<file path="src/rtl/gcd_lcm_calc.sv">
// gcd_lcm_calc: computes LCM = (xin / gcd_in) * yin from an operand pair and
// the gcd reported by the upstream gcd core. A restoring divider runs for
// WIDTH cycles, then a shift-add multiplier runs for WIDTH cycles. The result
// is reported with a one-cycle done pulse. err flags a gcd_in that cannot be
// the gcd of the operands: either it is zero or it does not divide xin.
//
// Handshake: start is a request level sampled only while busy=0 (IDLE). The
// edge that samples it accepts the operands. A start seen while busy=1 is
// dropped, not queued. done is high for exactly one cycle, and lcm_out/err are
// valid in that cycle. They then hold until the next accepted start.
module gcd_lcm_calc #(
  parameter int WIDTH = 8
) (
  input  logic                 clk,
  input  logic                 clr,
  input  logic                 start,
  input  logic [WIDTH-1:0]     xin,
  input  logic [WIDTH-1:0]     yin,
  input  logic [WIDTH-1:0]     gcd_in,
  output logic                 busy,
  output logic                 done,
  output logic                 err,
  output logic [2*WIDTH-1:0]   lcm_out
);

  localparam int CW = $clog2(WIDTH) + 1;

  typedef enum logic [1:0] {IDLE, DIV, MUL, DONE} state_t;

  state_t               state;
  state_t               state_nxt;

  logic [CW-1:0]        cnt;
  logic [WIDTH-1:0]     dvd;      // dividend, shifted left one bit per DIV step
  logic [WIDTH-1:0]     gcd_r;    // latched divisor
  logic [WIDTH:0]       rem;      // partial remainder
  logic [WIDTH-1:0]     quo;      // quotient; shifted right during MUL
  logic [2*WIDTH-1:0]   mcand;    // latched yin, shifted left during MUL
  logic [2*WIDTH-1:0]   acc;      // product accumulator

  logic [WIDTH:0]       trial;
  logic [WIDTH:0]       rem_step;
  logic                 q_bit;
  logic [2*WIDTH-1:0]   acc_step;
  logic                 last_step;
  logic                 zero_op;

  assign busy = (state != IDLE);
  assign done = (state == DONE);

  // One restoring-division step, one shift-add step, and the decode of the step counter
  always_comb begin
    trial     = (rem << 1) | {{WIDTH{1'b0}}, dvd[WIDTH-1]};
    rem_step  = trial;
    q_bit     = 1'b0;
    if (trial >= {1'b0, gcd_r}) begin
      rem_step = trial - {1'b0, gcd_r};
      q_bit    = 1'b1;
    end
    acc_step  = quo[0] ? (acc + mcand) : acc;
    last_step = (cnt == CW'(WIDTH - 1));
    zero_op   = (xin == '0) || (yin == '0);
  end

  // State register
  always_ff @(posedge clk or posedge clr) begin
    if (clr) state <= IDLE;
    else     state <= state_nxt;
  end

  // Next-state logic
  always_comb begin
    state_nxt = state;
    case (state)
      IDLE: begin
        if (start) begin
          if (zero_op || (gcd_in == '0)) state_nxt = DONE;
          else                           state_nxt = DIV;
        end
      end
      DIV: begin
        if (last_step) state_nxt = (rem_step != '0) ? DONE : MUL;
      end
      MUL: begin
        if (last_step) state_nxt = DONE;
      end
      DONE:    state_nxt = IDLE;
      default: state_nxt = IDLE;
    endcase
  end

  // Datapath: operand latch, divide and multiply steps, result registers
  always_ff @(posedge clk or posedge clr) begin
    if (clr) begin
      cnt     <= '0;
      dvd     <= '0;
      gcd_r   <= '0;
      rem     <= '0;
      quo     <= '0;
      mcand   <= '0;
      acc     <= '0;
      lcm_out <= '0;
      err     <= 1'b0;
    end else begin
      case (state)
        IDLE: begin
          if (start) begin
            cnt     <= '0;
            dvd     <= xin;
            gcd_r   <= gcd_in;
            rem     <= '0;
            quo     <= '0;
            mcand   <= {{WIDTH{1'b0}}, yin};
            acc     <= '0;
            lcm_out <= '0;
            // Zero operands give lcm 0 and are not an error; a zero gcd with
            // nonzero operands is.
            err     <= !zero_op && (gcd_in == '0);
          end
        end
        DIV: begin
          rem <= rem_step;
          quo <= {quo[WIDTH-2:0], q_bit};
          dvd <= dvd << 1;
          cnt <= last_step ? '0 : cnt + CW'(1);
          if (last_step && (rem_step != '0)) begin
            lcm_out <= '0;
            err     <= 1'b1;
          end
        end
        MUL: begin
          acc   <= acc_step;
          mcand <= mcand << 1;
          quo   <= quo >> 1;
          cnt   <= last_step ? '0 : cnt + CW'(1);
          if (last_step) begin
            lcm_out <= acc_step;
            err     <= 1'b0;
          end
        end
        default: ;
      endcase
    end
  end

endmodule

</file>
<file path="config.mk">
export PLATFORM = sky130hd
export DESIGN_NAME = gcd_lcm_calc
export DESIGN_NICKNAME = d
export VERILOG_FILES = /design/src/rtl/gcd_lcm_calc.sv
export SDC_FILE = /design/constraint.sdc
export NUM_CORES = 1
export LEC_CHECK = 0
export BUFFER_PORTS_ARGS = -buffer_cell sky130_fd_sc_hd__buf_2
export CORE_UTILIZATION = 46
export CTS_CLUSTER_DIAMETER = 60
export DETAILED_ROUTE_END_ITERATION = 16
export PLACE_DENSITY = 0.7
export SLEW_MARGIN = 20
export SYNTH_ARGS = -nofsm -noshare
export SYNTH_HDL_FRONTEND = slang
export SYNTH_SLANG_ARGS = --single-unit
</file>
<file path="constraint.sdc">
create_clock -name clk -period 3.6 [get_ports clk]
set_input_delay 0.72 -clock clk [delete_from_list [all_inputs] [get_ports clk]]
set_output_delay 0.72 -clock clk [all_outputs]
set_load 0.03 [all_outputs]
</file>
== Yosys cells after proc, flatten, opt, wreduce, memory -nomap -nowiden ==
Cells that the tools add are included.

* Order comparisons: 1
* Reduce and logical (&&, ||, !) cells: 23
* Add/sub/neg operators: 3
* Eq/ne operators: 8
* Bitwise logic cells: 1
* Mux-type cells: 29

{| class="wikitable"
|+ Operators with widths
! operator !! number
|-
| 2-to-1 mux 16 bit || 5
|-
| case mux 16 bit (2 select lines) || 2
|-
| case mux 16 bit (3 select lines) || 1
|-
| case mux 8 bit (2 select lines) || 2
|-
| zero test 8 bit || 3
|-
| 2-to-1 mux 8 bit || 3
|-
| case mux 8 bit (3 select lines) || 1
|-
| adder 16 bit || 1
|-
| AND reduction 2 bit || 5
|-
| >= comparator 9 x 8 -> 1 bit || 1
|-
| 2-to-1 mux 9 bit || 1
|-
| bitwise OR 9 x 1 -> 9 bit || 1
|-
| nonzero test 9 bit || 1
|-
| subtractor 9 x 8 -> 9 bit || 1
|-
| 2-to-1 mux 2 bit || 4
|-
| 2-to-1 mux 4 bit || 2
|-
| != test 2 bit, second input constant || 4
|-
| case mux 2 bit (4 select lines) || 1
|-
| case mux 4 bit (2 select lines) || 1
|-
| nonzero test 2 bit || 4
|-
| 2-to-1 mux 1 bit || 5
|-
| adder 4 x 1 -> 4 bit, second input constant || 1
|-
| equality test 2 bit, second input constant || 2
|-
| equality test 4 x 3 -> 1 bit, second input constant || 1
|-
| other kinds (10) || 12
|}

* Bits in registers: 87
* Logic and storage cells: 75
* Input bits: 27

== Depth between registers and ports, before layout ==
* Depth in word-level cells: 7
* Mapped depth: 13
* Mapped depth without buffers: 12

== Worst setup path before layout ==
No wires, ideal clock.

* Kind: register to register
* From: register dvd[7]
* To: register err
* Setup slack: 0.757 ns
* Cell stages (with the launch flop): 13
* Data required time: 3.475 ns
* Period minus slack after synthesis: 2.843 ns
* Library setup time: 0.125 ns
* Data arrival time: 2.718 ns
* Cells stage by stage: dfrtp_1 inv_1 ha_1 inv_1 fa_1 a21o_1 o2bb2ai_1 nor4b_1 a2111o_1 nor3_2 a32o_2 nor2_4 mux2_4

* Word-level cells in the longest chain between the ends: 7
* Elaborated cells on any way between the ends: 8
* Those cells by class: 1 x add/sub; 1 x order compare; 1 x eq/ne; 1 x mux; 1 x bitwise; 3 x reduce/logical

{| class="wikitable"
|+ Ends and longest elaborated chain
! element !! RTL line !! RTL
|-
| start: declaration || 34 || <nowiki>logic [WIDTH-1:0] dvd;</nowiki>
|-
| start signal: assignment || 109 || <nowiki>dvd <= xin;</nowiki>
|-
| start signal: assignment || 124 || <nowiki>dvd <= dvd << 1;</nowiki>
|-
| bitwise OR 9 x 1 -> 9 bit * || 53 || <nowiki>trial = (rem << 1) | {{WIDTH{1'b0}}, dvd[WIDTH-1]};</nowiki>
|-
| subtractor 9 x 8 -> 9 bit or >= comparator 9 x 8 -> 1 bit (tied branches) || 57, 56 ||
|-
| 2-to-1 mux 9 bit * || 56 || <nowiki>if (trial >= {1'b0, gcd_r}) begin</nowiki>
|-
| nonzero test 9 bit * || 126 || <nowiki>if (last_step && (rem_step != '0)) begin</nowiki>
|-
| logical AND 1 bit * || 126 ||
|-
| != test 2 bit (no line) * || -- ||
|-
| AND reduction 4 bit (no line) * || -- ||
|-
| end signal: assignment || 118 || <nowiki>err <= !zero_op && (gcd_in == '0);</nowiki>
|-
| end: declaration || 22 || <nowiki>output logic err,</nowiki>
|}

Every way passes the cells marked *; elsewhere a longest branch is shown, timed or not.
A chain may end at the register's enable or synchronous reset.

== Worst setup path after layout ==
* From: register dvd[7]
* To: register lcm_out[7]

* Word-level cells in the longest chain between the ends: 7
* Elaborated cells on any way between the ends: 8
* Those cells by class: 1 x add/sub; 1 x order compare; 1 x eq/ne; 1 x mux; 1 x bitwise; 3 x reduce/logical

{| class="wikitable"
|+ Ends and longest elaborated chain
! element !! RTL line !! RTL
|-
| bitwise OR 9 x 1 -> 9 bit * || 53 ||
|-
| subtractor 9 x 8 -> 9 bit or >= comparator 9 x 8 -> 1 bit (tied branches) || 57, 56 ||
|-
| 2-to-1 mux 9 bit * || 56 ||
|-
| nonzero test 9 bit * || 126 ||
|-
| logical AND 1 bit * || 126 ||
|-
| != test 2 bit (no line) * || -- ||
|-
| AND reduction 4 bit (no line) * || -- ||
|-
| end signal: assignment || 137 || <nowiki>lcm_out <= acc_step;</nowiki>
|-
| end: declaration || 23 || <nowiki>output logic [2*WIDTH-1:0] lcm_out</nowiki>
|}

Marked as above.

==> results.cfg <==
[detailed_routing]
drt-vias-per-instance = 5.69
vias = 4330
drtIter0Drc = 219
wire_per_inst_um = 15.9
firstDrtPassIters = 4
drt_wl_total_um = 12100
final_antenna_net_count = 0
drc = 0

[die]
start_util_pct = 47.9
ios = 46
die_h_um = 109
coreArea_mm2 = 0.0110
die_w_um = 109
die-area_mm2 = 0.0119
rows = 38

[final_layout]
final_cells = 761
layout-drive-gt1-share_pct = 16.1
final_nets = 675
synthToLayoutAreaGrowth_pct = 12.7
insertedDiodeCount = 0

[critical_path]
path_max_fanout = 15
crit_required_ns = 3.83
slowest_delay_ns = 0.42
crit_path_top_delay_cell = a2111o_1
arrival_ns = 3.50
crit_chain = inv_1 -> ha_1 -> inv_1 -> fa_1 -> a21o_1 -> a21oi_2 -> xnor2_1 -> a2111o_1 -> nor3_2 -> a32o_2 -> nor2_4 -> mux2_4
rrSetupSlack_ns = 0.33
path_buf_inv = 2
crit_family = compound AO/OA/AOI/OAI gates
path_common_cell = inv_1
endpoint_kind = flop
critical_path_class = reg -> reg
cp-start-kind = flop

[clock_tree]
cts_root_buffer = clkbuf_16
cts_buffers = 9
postCtsResizedCells = 0
htree_num_levels = 3
cts_setup_buffers = 0
path_clk_slew_ns = 0.06
cts_tree = done
clockBufferDepth = 2
worstSkewPairLatency_ns = 0.35
clock_sinks = 87
hold_buffers = 0

[placement]
post-dp-hpwl_um = 8760
dp_cells = 746
place_congestion = 0.852
io_buffers = 45

[timing]
drv_slew = 0
skew_ns = 0.00761
period_minus_slack_ns = 3.27
min_period_over_period_pct = 90.8
fin_setup_tns_ns = 0
hold_viol_final = 0
setup_viol_count_final = 0
whs_ns = 0.478
rsz0062_at_grt = no
max_freq_mhz = 306
slew_headroom_pct = 40.2
tightest_slew_ns = 0.897

[logic_synthesis]
synth_async_sr_flop_share_pct = 100
synth_top_flop_cell = dfrtp_1
synth_edf_count = 0
syn_avg_cell_area_um2 = 9.14
ys_types = 59
synth_nets = 636
netlist.area_leader.share_pct = 41.2
synth_area_leaders = dfrtp_1 41%, o21ai_0 7.4%, ha_1 6.9%, nand2_1 6.2%, mux2i_1 4.0%
yosysTopAreaCell = dfrtp_1
netlist_area_mm2 = 0.00528
ys_seq_area_share_pct = 41.2
syn_inst = 578
ys_seq_elements = 87
yosys_warnings = 0

[global_route]
track_usage_pct = 22.0
gr-max-usage-layer = met2
grt_use_met3_pct = 5.50
grt_pass1_vias = 4142
antenna_found_initial = 0
grt_pass1_wl_um = 20000
overflow = 0
use_met2_pct = 34.8
grt_max_degree = 58
globalRouteMet1Util_pct = 30.0

[pwr]
p_leak_nw = 2.77
p_per_area_mw_per_mm2 = 817
power.ir.vdd_worst_mv = 0.597

[status]
status = finished, final reports clean

[hold_path]
hold_class = reg -> reg

[run]
cap_violations = 0
layout by cell type, fill, tap and decap left out, types with 7 or more instances in the layout:
master,instances
xnor2_1,9
nor2_1,38
clkbuf_16,9
nor2b_1,9
inv_1,26
buf_2,45
nor3_1,10
dfrtp_1,87
nand2_1,87
buf_4,8
mux2_4,10
a21oi_1,19
a21o_1,7
a22o_1,7
o21ai_0,77
mux2i_1,21
nand3_1,10
mux2_2,12
ha_1,29
nor4_1,8
o31ai_1,13
cells in the mapped netlist, types with 7 or more instances:
| master | instances |
|---|---|
| a21o_1 | 7 |
| a21oi_1 | 19 |
| a22o_1 | 7 |
| clkbuf_1 | 17 |
| dfrtp_1 | 87 |
| ha_1 | 29 |
| inv_1 | 27 |
| mux2_2 | 12 |
| mux2_4 | 10 |
| mux2i_1 | 21 |
| nand2_1 | 87 |
| nand3_1 | 10 |
| nor2_1 | 38 |
| nor2b_1 | 9 |
| nor3_1 | 10 |
| nor4_1 | 8 |
| o21ai_0 | 78 |
| o31ai_1 | 13 |
| xnor2_1 | 9 |
cells by family (layout without fill, tap and decap cells):
kind of cell,count (synthesis),count (layout),share of synthesized area (%)
compound gates,172,172,20.6
xor+xnor,10,10,1.66
fa+ha+maj,31,31,7.62
buf+inv,52,95,3.79
flops,87,87,41.2
mux,43,43,9.38
simple gates,183,183,15.7
state kept, by name, summed over array words and instances (netlist names):
signal and count:
acc 16, lcm_out 16, mcand 16, dvd 8, gcd_r 8, quo 8, rem 8, cnt 4
state 2, err 1
worst paths after layout:
check                      cells after the start                      to                from
min in group asynchronous                      2  lcm_out[6]$_DFFE_PP0P_                 clr
hold reg to reg                                1      cnt[3]$_DFFE_PP0P_  cnt[3]$_DFFE_PP0P_
setup reg to reg                              12  lcm_out[7]$_DFFE_PP0P_  dvd[7]$_DFFE_PP0P_
hold / removal                                 1      cnt[3]$_DFFE_PP0P_  cnt[3]$_DFFE_PP0P_
max in group asynchronous                      3      quo[6]$_DFFE_PP0P_                 clr
setup / recovery                              12  lcm_out[7]$_DFFE_PP0P_  dvd[7]$_DFFE_PP0P_
cell type report:
| class | count | area [um2] |
|---|---|---|
| Inverter | 27 | 103 |
| Fill cell | 1037 | 5070 |
| Clock buffer | 12 | 256 |
| Timing Repair Buffer | 53 | 285 |
| Clock inverter | 3 | 42.5 |
| Multi-Input combinational cell | 439 | 2920 |
| Sequential cell | 87 | 2180 |
| Tap cell | 140 | 175 |
stage by stage:
stage	worst slack [ns]	power (W)	instance area [um2]	util (%)
floorplan	0.630	0.00333	5280	-
global placement	0.401	0.00387	5660	51.3
detailed placement	0.351	0.00392	5660	51.3
CTS	0.334	0.00488	5960	54.0
global route	0.117	0.00525	5960	54.0
finish	0.333	0.00487	5960	54.0
metal layers:
| metal | vias to the layer above | share of wire [%] | routed length (um) |
|---|---|---|---|
| met1 | 2086 | 48 | 5820 |
| met3 | 14 | 4.1 | 496 |
| met4 | 0 | 1.1 | 138 |
| met2 | 79 | 47 | 5670 |
| met5 | - | 0 | 0 |
| li1 | 2151 | - | - |
power by group:
part	internal [W]	leakage [nW]	switching, W
sequential	0.00121	1.16	0.000207
clock	0.000570	0.145	0.000370
combinational	0.000919	1.46	0.00159
No activity file was read; power rests on OpenSTA's default activity.
